$ cat src/rtl/switch_port_buffer.sv
`default_nettype none
// ============================================================================
// Module   : switch_port_buffer
// Purpose  : Per-port egress packet buffer. Bytes from the switch core are
//            stored as whole packets; a packet becomes visible to the
//            downstream consumer only after its last byte is stored. Packets
//            that cannot fit (or that lose their eop) are dropped and counted.
// Ports    : clock, reset       - rising-edge clock, async active-high reset
//            wr_valid/data/sop/eop - byte stream from the switch core
//            read               - consumer pops the head byte (when ready)
//            port, port_last    - head byte and its eop flag (0 when !ready)
//            ready              - at least one complete packet stored
//            drop_count         - saturating count of dropped packets
// Revision : 1.0 - initial release
// ============================================================================
module switch_port_buffer #(
  parameter int DEPTH  = 64,
  parameter int ADDR_W = $clog2(DEPTH)
) (
  input  logic        clock,
  input  logic        reset,
  input  logic        wr_valid,
  input  logic [7:0]  wr_data,
  input  logic        wr_sop,
  input  logic        wr_eop,
  input  logic        read,
  output logic [7:0]  port,
  output logic        port_last,
  output logic        ready,
  output logic [15:0] drop_count
);

  typedef enum logic [1:0] {
    IDLE    = 2'd0,
    ACCEPT  = 2'd1,
    DISCARD = 2'd2
  } wr_state_t;

  localparam logic [ADDR_W:0] DEPTH_C = (ADDR_W + 1)'(DEPTH);

  // {eop, data}
  logic [8:0]        mem [DEPTH];

  wr_state_t         state, state_nxt;
  logic [ADDR_W:0]   wr_ptr, wr_ptr_nxt;
  logic [ADDR_W:0]   rd_ptr;
  logic [ADDR_W:0]   pkt_start, pkt_start_nxt;
  logic [ADDR_W:0]   pkt_count;

  logic              full;
  logic              wr_en;
  logic [ADDR_W-1:0] wr_addr;
  logic              pkt_done;
  logic              drop;
  logic              pop;
  logic              pop_last;
  logic [8:0]        head;

  // Occupancy is measured before this cycle's pop, so a same-cycle pop
  // never frees room for the same-cycle write.
  assign full     = (wr_ptr - rd_ptr) == DEPTH_C;
  assign head     = mem[rd_ptr[ADDR_W-1:0]];
  assign ready    = (pkt_count != '0);
  assign pop      = read & ready;
  assign pop_last = head[8];

  assign port      = ready ? head[7:0] : 8'h00;
  assign port_last = ready & head[8];

  // Write-side decisions for this cycle.
  always_comb begin
    state_nxt     = state;
    wr_ptr_nxt    = wr_ptr;
    pkt_start_nxt = pkt_start;
    wr_en         = 1'b0;
    wr_addr       = wr_ptr[ADDR_W-1:0];
    pkt_done      = 1'b0;
    drop          = 1'b0;
    if (wr_valid) begin
      case (state)
        IDLE: begin
          if (wr_sop) begin
            if (full) begin
              drop      = 1'b1;
              // A 1-byte packet is over already; nothing left to discard.
              state_nxt = wr_eop ? IDLE : DISCARD;
            end else begin
              wr_en         = 1'b1;
              pkt_start_nxt = wr_ptr;
              wr_ptr_nxt    = wr_ptr + 1'b1;
              if (wr_eop) pkt_done  = 1'b1;
              else        state_nxt = ACCEPT;
            end
          end
        end
        ACCEPT: begin
          if (wr_sop) begin
            // Missing eop: throw away the partial packet and restart the
            // new one at its start address. Room is guaranteed because the
            // partial packet held at least one entry.
            drop       = 1'b1;
            wr_en      = 1'b1;
            wr_addr    = pkt_start[ADDR_W-1:0];
            wr_ptr_nxt = pkt_start + 1'b1;
            if (wr_eop) begin
              pkt_done  = 1'b1;
              state_nxt = IDLE;
            end
          end else if (full) begin
            drop       = 1'b1;
            wr_ptr_nxt = pkt_start;
            state_nxt  = wr_eop ? IDLE : DISCARD;
          end else begin
            wr_en      = 1'b1;
            wr_ptr_nxt = wr_ptr + 1'b1;
            if (wr_eop) begin
              pkt_done  = 1'b1;
              state_nxt = IDLE;
            end
          end
        end
        DISCARD: begin
          if (wr_eop) state_nxt = IDLE;
        end
        default: state_nxt = IDLE;
      endcase
    end
  end

  always_ff @(posedge clock or posedge reset) begin
    if (reset) begin
      state      <= IDLE;
      wr_ptr     <= '0;
      rd_ptr     <= '0;
      pkt_start  <= '0;
      pkt_count  <= '0;
      drop_count <= 16'h0000;
    end else begin
      state     <= state_nxt;
      wr_ptr    <= wr_ptr_nxt;
      pkt_start <= pkt_start_nxt;
      if (pop) rd_ptr <= rd_ptr + 1'b1;
      // Simultaneous completion and last-byte pop leave the count unchanged.
      case ({pkt_done, pop & pop_last})
        2'b10:   pkt_count <= pkt_count + 1'b1;
        2'b01:   pkt_count <= pkt_count - 1'b1;
        default: pkt_count <= pkt_count;
      endcase
      if (drop && (drop_count != 16'hFFFF)) drop_count <= drop_count + 16'd1;
    end
  end

  // Storage carries no reset; contents are qualified by the pointers.
  always_ff @(posedge clock) begin
    if (wr_en) mem[wr_addr] <= {wr_eop, wr_data};
  end

endmodule
`default_nettype wire

$ cat config.mk
export PLATFORM = sky130hd
export DESIGN_NAME = switch_port_buffer
export DESIGN_NICKNAME = d
export VERILOG_FILES = /design/src/rtl/switch_port_buffer.sv
export SDC_FILE = /design/constraint.sdc
export NUM_CORES = 1
export LEC_CHECK = 0
export CAP_MARGIN = 0
export CORE_UTILIZATION = 56
export CTS_CLUSTER_SIZE = 30
export DETAILED_ROUTE_END_ITERATION = 10
export PLACE_DENSITY = 0.75
export REMOVE_ABC_BUFFERS = 1
export SYNTH_ARGS = -nofsm -noshare
export SYNTH_HDL_FRONTEND = slang
export SYNTH_SLANG_ARGS = --single-unit
export TNS_END_PERCENT = 100
$ cat constraint.sdc
create_clock -name clock -period 4.95 [get_ports clock]
set_input_delay 1.485 -clock clock [delete_from_list [all_inputs] [get_ports clock]]
set_output_delay 1.485 -clock clock [all_outputs]
set_load 0.01 [all_outputs]
# After elaboration in Yosys (flattened, before gate mapping)
# Memory sizes are Yosys's and may differ from the RTL's.
# Index checks and enable logic that the tools add are counted.
totals:
  ff_bits: 46
  ramBits: 576
  out_inout_bits: 26
  elab_cells: 71
  n_memories: 1
op_classes:
  addsub: 7
  eq_ne: 9
  mux: 36
  n_bitwise: 4
  reduce_logical: 8
memory_table:
  columns: ["name", "words", "width", "read_ports", "rd_ports_with_merged_regs", "wr", "line_no", "rtl"]
  rows:
  - ["mem", 64, 9, 1, 0, 1, "42", "logic [8:0] mem [DEPTH];"]
ops:
  columns: ["cell", "count"]
  rows:
  - ["adder 7 x 1 -> 7 bit, second input constant", 4]
  - ["two-way mux 7 bit", 4]
  - ["case mux 7 bit (2 select lines)", 2]
  - ["two-way mux 6 bit", 3]
  - ["adder 16 x 1 -> 16 bit, second input constant", 1]
  - ["inequality test 16 bit, second input constant", 1]
  - ["two-way mux 1 bit", 15]
  - ["two-way mux 2 bit", 7]
  - ["two-way mux 8 bit", 1]
  - ["AND reduction 4 bit", 2]
  - ["equality test 7 bit, second input constant", 1]
  - ["nonzero test 7 bit", 1]
  - ["subtractor 7 x 1 -> 7 bit, second input constant", 1]
  - ["subtractor 7 bit", 1]
  - ["case mux 1 bit (2 select lines)", 3]
  - ["case mux 2 bit (3 select lines)", 1]
  - ["equality test 2 x 1 -> 1 bit, second input constant", 2]
  - ["equality test 2 bit, second input constant", 2]
  - ["inequality test 2 bit, second input constant", 2]
  - ["nonzero test 2 bit", 2]
  - ["bitwise AND 1 bit", 3]
  - ["inequality test 3 bit, second input constant", 1]
  - ["AND reduction 3 bit", 1]
  - ["logical NOT 2 bit", 1]
  - ["2 further kinds", 2]

# Depth between registers and ports, before layout
logic_depth:
  depth_word: 8
  ltp_mapped: 23
  depth_no_buf: 18

# Worst setup path after synthesis
# OpenSTA, ideal clock, no wires.
synth_path:
  path_kind: "register -> register"
  startpoint: "reg rd_ptr[2]"
  endpoint: "reg pkt_count[6]"
  setup_ps: 125
  arrival_ps: 5018
  required_time_ps: 4825
  path_slack_ps: -193
  stages_incl_launch_ff: 23
  path_buffers: 5
  period_less_slack_ps: 5143
  cell_sequence: "dfrtp_1 buf_1 clkbuf_1 buf_1 inv_1 ha_1 o32a_1 a2111oi_4 and3_1 buf_2 a21oi_4 o211ai_1 ha_1 clkbuf_1 xor2_1 ha_1 or3_1 a21oi_1 nor3_1 o21ai_0 a32oi_1 nor2_1 xor2_1"
synth_between:
  elab_chain_len: 8
synth_rtl:
  columns: ["element", "line_no", "rtl"]
  rows:
  - ["start: declaration", "46", "logic [ADDR_W:0] rd_ptr;"]
  - ["start signal: assignment", "142", "if (pop) rd_ptr <= rd_ptr + 1'b1;"]
  - ["subtractor 7 bit", "61", "assign full = (wr_ptr - rd_ptr) == DEPTH_C;"]
  - ["equality test 7 bit", "61", null]
  - ["two-way mux 1 bit", "109", "end else if (full) begin"]
  - ["two-way mux 1 bit (on tied branches)", "97, 82", null]
  - ["case mux 1 bit (2 select lines)", "80", "case (state)"]
  - ["two-way mux 1 bit", "79", "if (wr_valid) begin"]
  - ["equality test 2 x 1 -> 1 bit / equality test 2 bit (equally long branches)", "144", "case ({pkt_done, pop & pop_last})"]
  - ["case mux 7 bit (2 select lines) / nonzero test 2 bit (equally long branches)", null, null]
  - ["end signal: assignment", "145", "2'b10: pkt_count <= pkt_count + 1'b1;"]
  - ["end signal: assignment", "146", "2'b01: pkt_count <= pkt_count - 1'b1;"]
  - ["end signal: assignment", "147", "default: pkt_count <= pkt_count;"]
  - ["end: declaration", "48", "logic [ADDR_W:0] pkt_count;"]
# Several ways; a longest one is shown, not always the timed one.
# A chain may end at the register's enable or synchronous reset.

# Final worst setup path
layout_path:
  startpoint: "reg rd_ptr[0]"
  endpoint: "out port_last"
layout_between:
  elab_chain_len: 2
layout_rtl:
  columns: ["element", "line_no", "rtl"]
  rows:
  - ["memory (64 x 9 bit)", null, null]
  - ["bitwise AND 1 bit", "68", "assign port_last = ready & head[8];"]
  - ["end: declaration", "28", "output logic port_last,"]
# Every way passes these cells.

==> results.sh <==
export IMPL_synth_area_in_adders_pct=0.6864
export IMPL_slew_viol_final=0
export IMPL_holdCritPathClass="reg -> reg"
export IMPL_setup_repair_after_global_routing_missed_its_margin="false"
export IMPL_average_vias_per_placed_instance=6.491
export IMPL_port_buffers=39
export IMPL_hold_path_end="pkt_count[6]"
export IMPL_synth_simple_gate_area_share_pct=4.163
export IMPL_vdd_drop_max_mv=0.3777
export IMPL_cts_htree_levels=2
export IMPL_slowest_stage="mux4_2"
export IMPL_clock_skew_ps=28.34
export IMPL_max_clock_path_buffers=3
export IMPL_arrival_ps=3400
export IMPL_vias=13294
export IMPL_critical_path_startpoint_category="flip-flop"
export IMPL_synth_top_family_by_area="multiplexers"
export IMPL_synth_mux_area_fraction_pct=17.27
export IMPL_slew_headroom_pct=6.057
export IMPL_chipWidth_microns=214.7
export IMPL_slowest_delay_ps=550
export IMPL_starting_density_pct=57.05
export IMPL_postSynth_asyncResetShare_pct=7.395
export IMPL_avgSynthCellArea_sq_um=20.29
export IMPL_path_depth=9
export IMPL_io_pins=40
export IMPL_maximum_capacitance_violations=0
export IMPL_final_gp_congestion=0.8670
export IMPL_syn2layout_area_growth_pct=15.59
export IMPL_top_cell_types_by_occurrence_after_synthesis="576 x edfxtp_1, 180 x mux4_2, 78 x nor3_1, 46 x dfrtp_1, 32 x clkbuf_1"
export IMPL_worstMarginPinSlew_ps=1409
export IMPL_cp_cell_sequence="buf_12 -> buf_16 -> buf_4 -> mux4_2 -> mux4_2 -> nand2_1 -> nand2_2 -> a31o_2 -> clkdlybuf4s15_2"
export IMPL_grtUsageTotal_pct=26.95
export IMPL_drt_wl_total_microns=59960
export IMPL_placement_rows=77
export IMPL_gr_total_overflow=0
export IMPL_crit_path_max_fanout=16
export IMPL_regToRegStartpoint="rd_ptr[0]"
export IMPL_cts_root_buffer="clkbuf_16"
export IMPL_grt_pass1_wl_microns=89950
export IMPL_highest_clock_frequency_the_design_can_meet_ghz=0.2046
export IMPL_required_time_of_the_critical_path_ps=3460
export IMPL_clock_input_transition_at_the_sequential_cells_of_the_worst_setup_and_hold_paths_ps=70
export IMPL_r2r_cells=19
export IMPL_cts_num_sinks=622
export IMPL_timing_final_hold_violations=0
export IMPL_synth_cell_type_count=65
export IMPL_ant_nets=0
export IMPL_floorplan_core_area_sq_um=44410
export IMPL_yosys_area_share_xor_xnor_pct=1.240
export IMPL_run_status="finished, final reports clean"
export IMPL_cp_common_cell="mux4_2"
export IMPL_cell_taking_the_most_area_after_synthesis="edfxtp_1"
export IMPL_cp_end_kind="output port"
export IMPL_synth_edf_count=576
export IMPL_synthCells=1249
export IMPL_worst_reg2reg_path_endpoint="pkt_count[6]"
export IMPL_finalWorstSetupSlack_ps=62.07
export IMPL_timing_final_setup_violations=0
export IMPL_reg2reg_slack_ps=490
export IMPL_pre_cts_slack_ps=296.7
export IMPL_clk_latency_ps=630
export IMPL_synth_compound_gate_area_share_pct=2.281
export IMPL_synth_warnings=0
export IMPL_firstDrtPassIters=5
export IMPL_post_route_cells_drive_above_1_share_pct=30.31
export IMPL_cp_top_family="multiplexers"
export IMPL_yosysSeqAreaShare_pct=72.81
export IMPL_grt_max_degree=71
export IMPL_final_design_area_no_fill_sq_um=29290
export IMPL_drt_iter0_drc=1522
export IMPL_cts_tree="yes"
export IMPL_postPlaceCellArea_sq_um=27090
export IMPL_place_hpwl_microns=35230
export IMPL_fin_crit_sh_pct=98.75
export IMPL_residual_drc=0
export IMPL_synthDominantCellAreaShare_pct=68.27
export IMPL_synthesis_area_sq_um=25340
export IMPL_timing_worst_setup_path_type="reg -> out"
export IMPL_grt_antenna_before_repair=2
export IMPL_finalNetCount=1435
export IMPL_cp_buffers_inverters=4
export IMPL_final_min_clock_period_ps=4888
export IMPL_postSynthRegisterBits=622
export IMPL_p_leak_nw=9.624
export IMPL_die_area_sq_um=46100
export IMPL_powerDensity_nw_per_um2=565.1
export IMPL_die_y_microns=214.7
export IMPL_synth_flop_cell="edfxtp_1"
export IMPL_worst_hold_startpoint="pkt_count[6]"
export IMPL_synth_area_top_cells="edfxtp_1 68%, mux4_2 16%, dfrtp_1 4.5%"
export IMPL_first_global_vias=13573
export IMPL_yosysMostFrequentCell="edfxtp_1"
export IMPL_average_wire_length_per_cell_after_detail_routing_microns=29.28
export IMPL_tritoncts_num_buffers=60
export IMPL_timing_hold_worst_path_depth=1
final cells by class:
type	count	area [sq um]
clock buffer	73	1572
multi-input combinational	540	6585
timing repair buffer	163	1468
inverter	21	78.83
tap	592	740.7
sequential	622	18460
clock inverter	36	380.4
antenna	1	2.502
fill	2820	15130
power breakdown:
part	total, W	switching, W	internal (W)
logic	0.00570	0.00301	0.00269
clock network	0.00455	0.00197	0.00258
registers	0.00630	0.000285	0.00602
total	0.0165	0.00527	0.0113
per-layer routing:
metal | track usage (%) | vias up | part of all wire [%]
li1 | - | 5505 | -
met1 | 37.93 | 6919 | 39
met2 | 43.57 | 730 | 49
met3 | 4.699 | 138 | 8.8
met4 | 8.500 | 2 | 3.1
met5 | 0 | - | 0.032
metrics by stage:
stage	std cells	power (W)	util (%)	hold slack [ps]	TNS (ps)
floorplan	1183	0.01003	-	442.6	-2172860
global placement	1931	0.01165	60.99	470.1	0
detailed placement	1931	0.01175	60.99	463.1	0
CTS	2046	0.01659	65.89	477.6	-184.9
global route	2047	0.01711	65.93	499.0	0
finish	2048	0.01655	65.94	484.9	0
kinds of logic (layout without fill, tap and decap cells):
group,count (synthesis),after routing
compound gates,78,78
xor+xnor,35,35
fa+ha+maj,14,14
buf+inv,87,293
flops,622,622
mux,211,211
other cells,0,1
simple gates,202,202
worst reg2reg max path: stages (launching register included):
cell       delay [ps]
dfrtp_4           460
buf_12            170
buf_12            200
ha_1              190
nor2b_1           180
a21oi_1           120
a2111oi_4         430
and3_1            420
a21oi_4           140
o211ai_1          260
ha_1              240
xor2_1            170
ha_1              210
or3_1             120
a21oi_1            70
nor3_1            370
o21ai_0           130
a32oi_1           230
nor2_1             80
xor2_1            150
placed cells by master (no fill, tap or decap), drive strengths merged, types with 6 or more instances in the layout:
cell type,netlist,routed
a21oi,17,17
a31oi,6,6
and2,6,6
and3,9,9
buf,34,131
bufinv,0,6
clkbuf,32,73
clkdlybuf4s50,0,21
clkinv,1,25
dfrtp,46,46
edfxtp,576,576
ha,13,13
inv,20,23
mux2,9,9
mux2i,22,22
mux4,180,180
nand2,29,29
nand3,21,21
nand4,9,9
nor2,24,24
nor3,79,79
o21ai,13,13
o22ai,9,9
or3,7,7
xnor2,19,19
xor2,16,16
how the worst max path moves through the flow:
stage / from / to / slack [ps]
after floorplan: rd_ptr[0] / pkt_count[6] / -4440
after global placement: wr_valid / mem[57][7] / 340
after detailed placement: rd_ptr[0] / pkt_count[6] / 300
after CTS: rd_ptr[0] / port[4] / -80
after global routing: rd_ptr[0] / port_last / 20
final: rd_ptr[0] / port_last / 60
what timing repair did:
item / in CTS / in global routing
setup endpoints to repair: 9 / 4
hold buffers: 0 / 0
gates cloned: 2 / 0
resized for setup: 34 / 4
buffers inserted: 4 / 1
registers in the layout, indices dropped and copies added, names as in the netlist:
signal / flops
mem: 576
drop_count: 16
pkt_count: 7
pkt_start: 7
rd_ptr: 7
wr_ptr: 7
state: 2
Note: power is estimated with default switching activity, not from simulation.
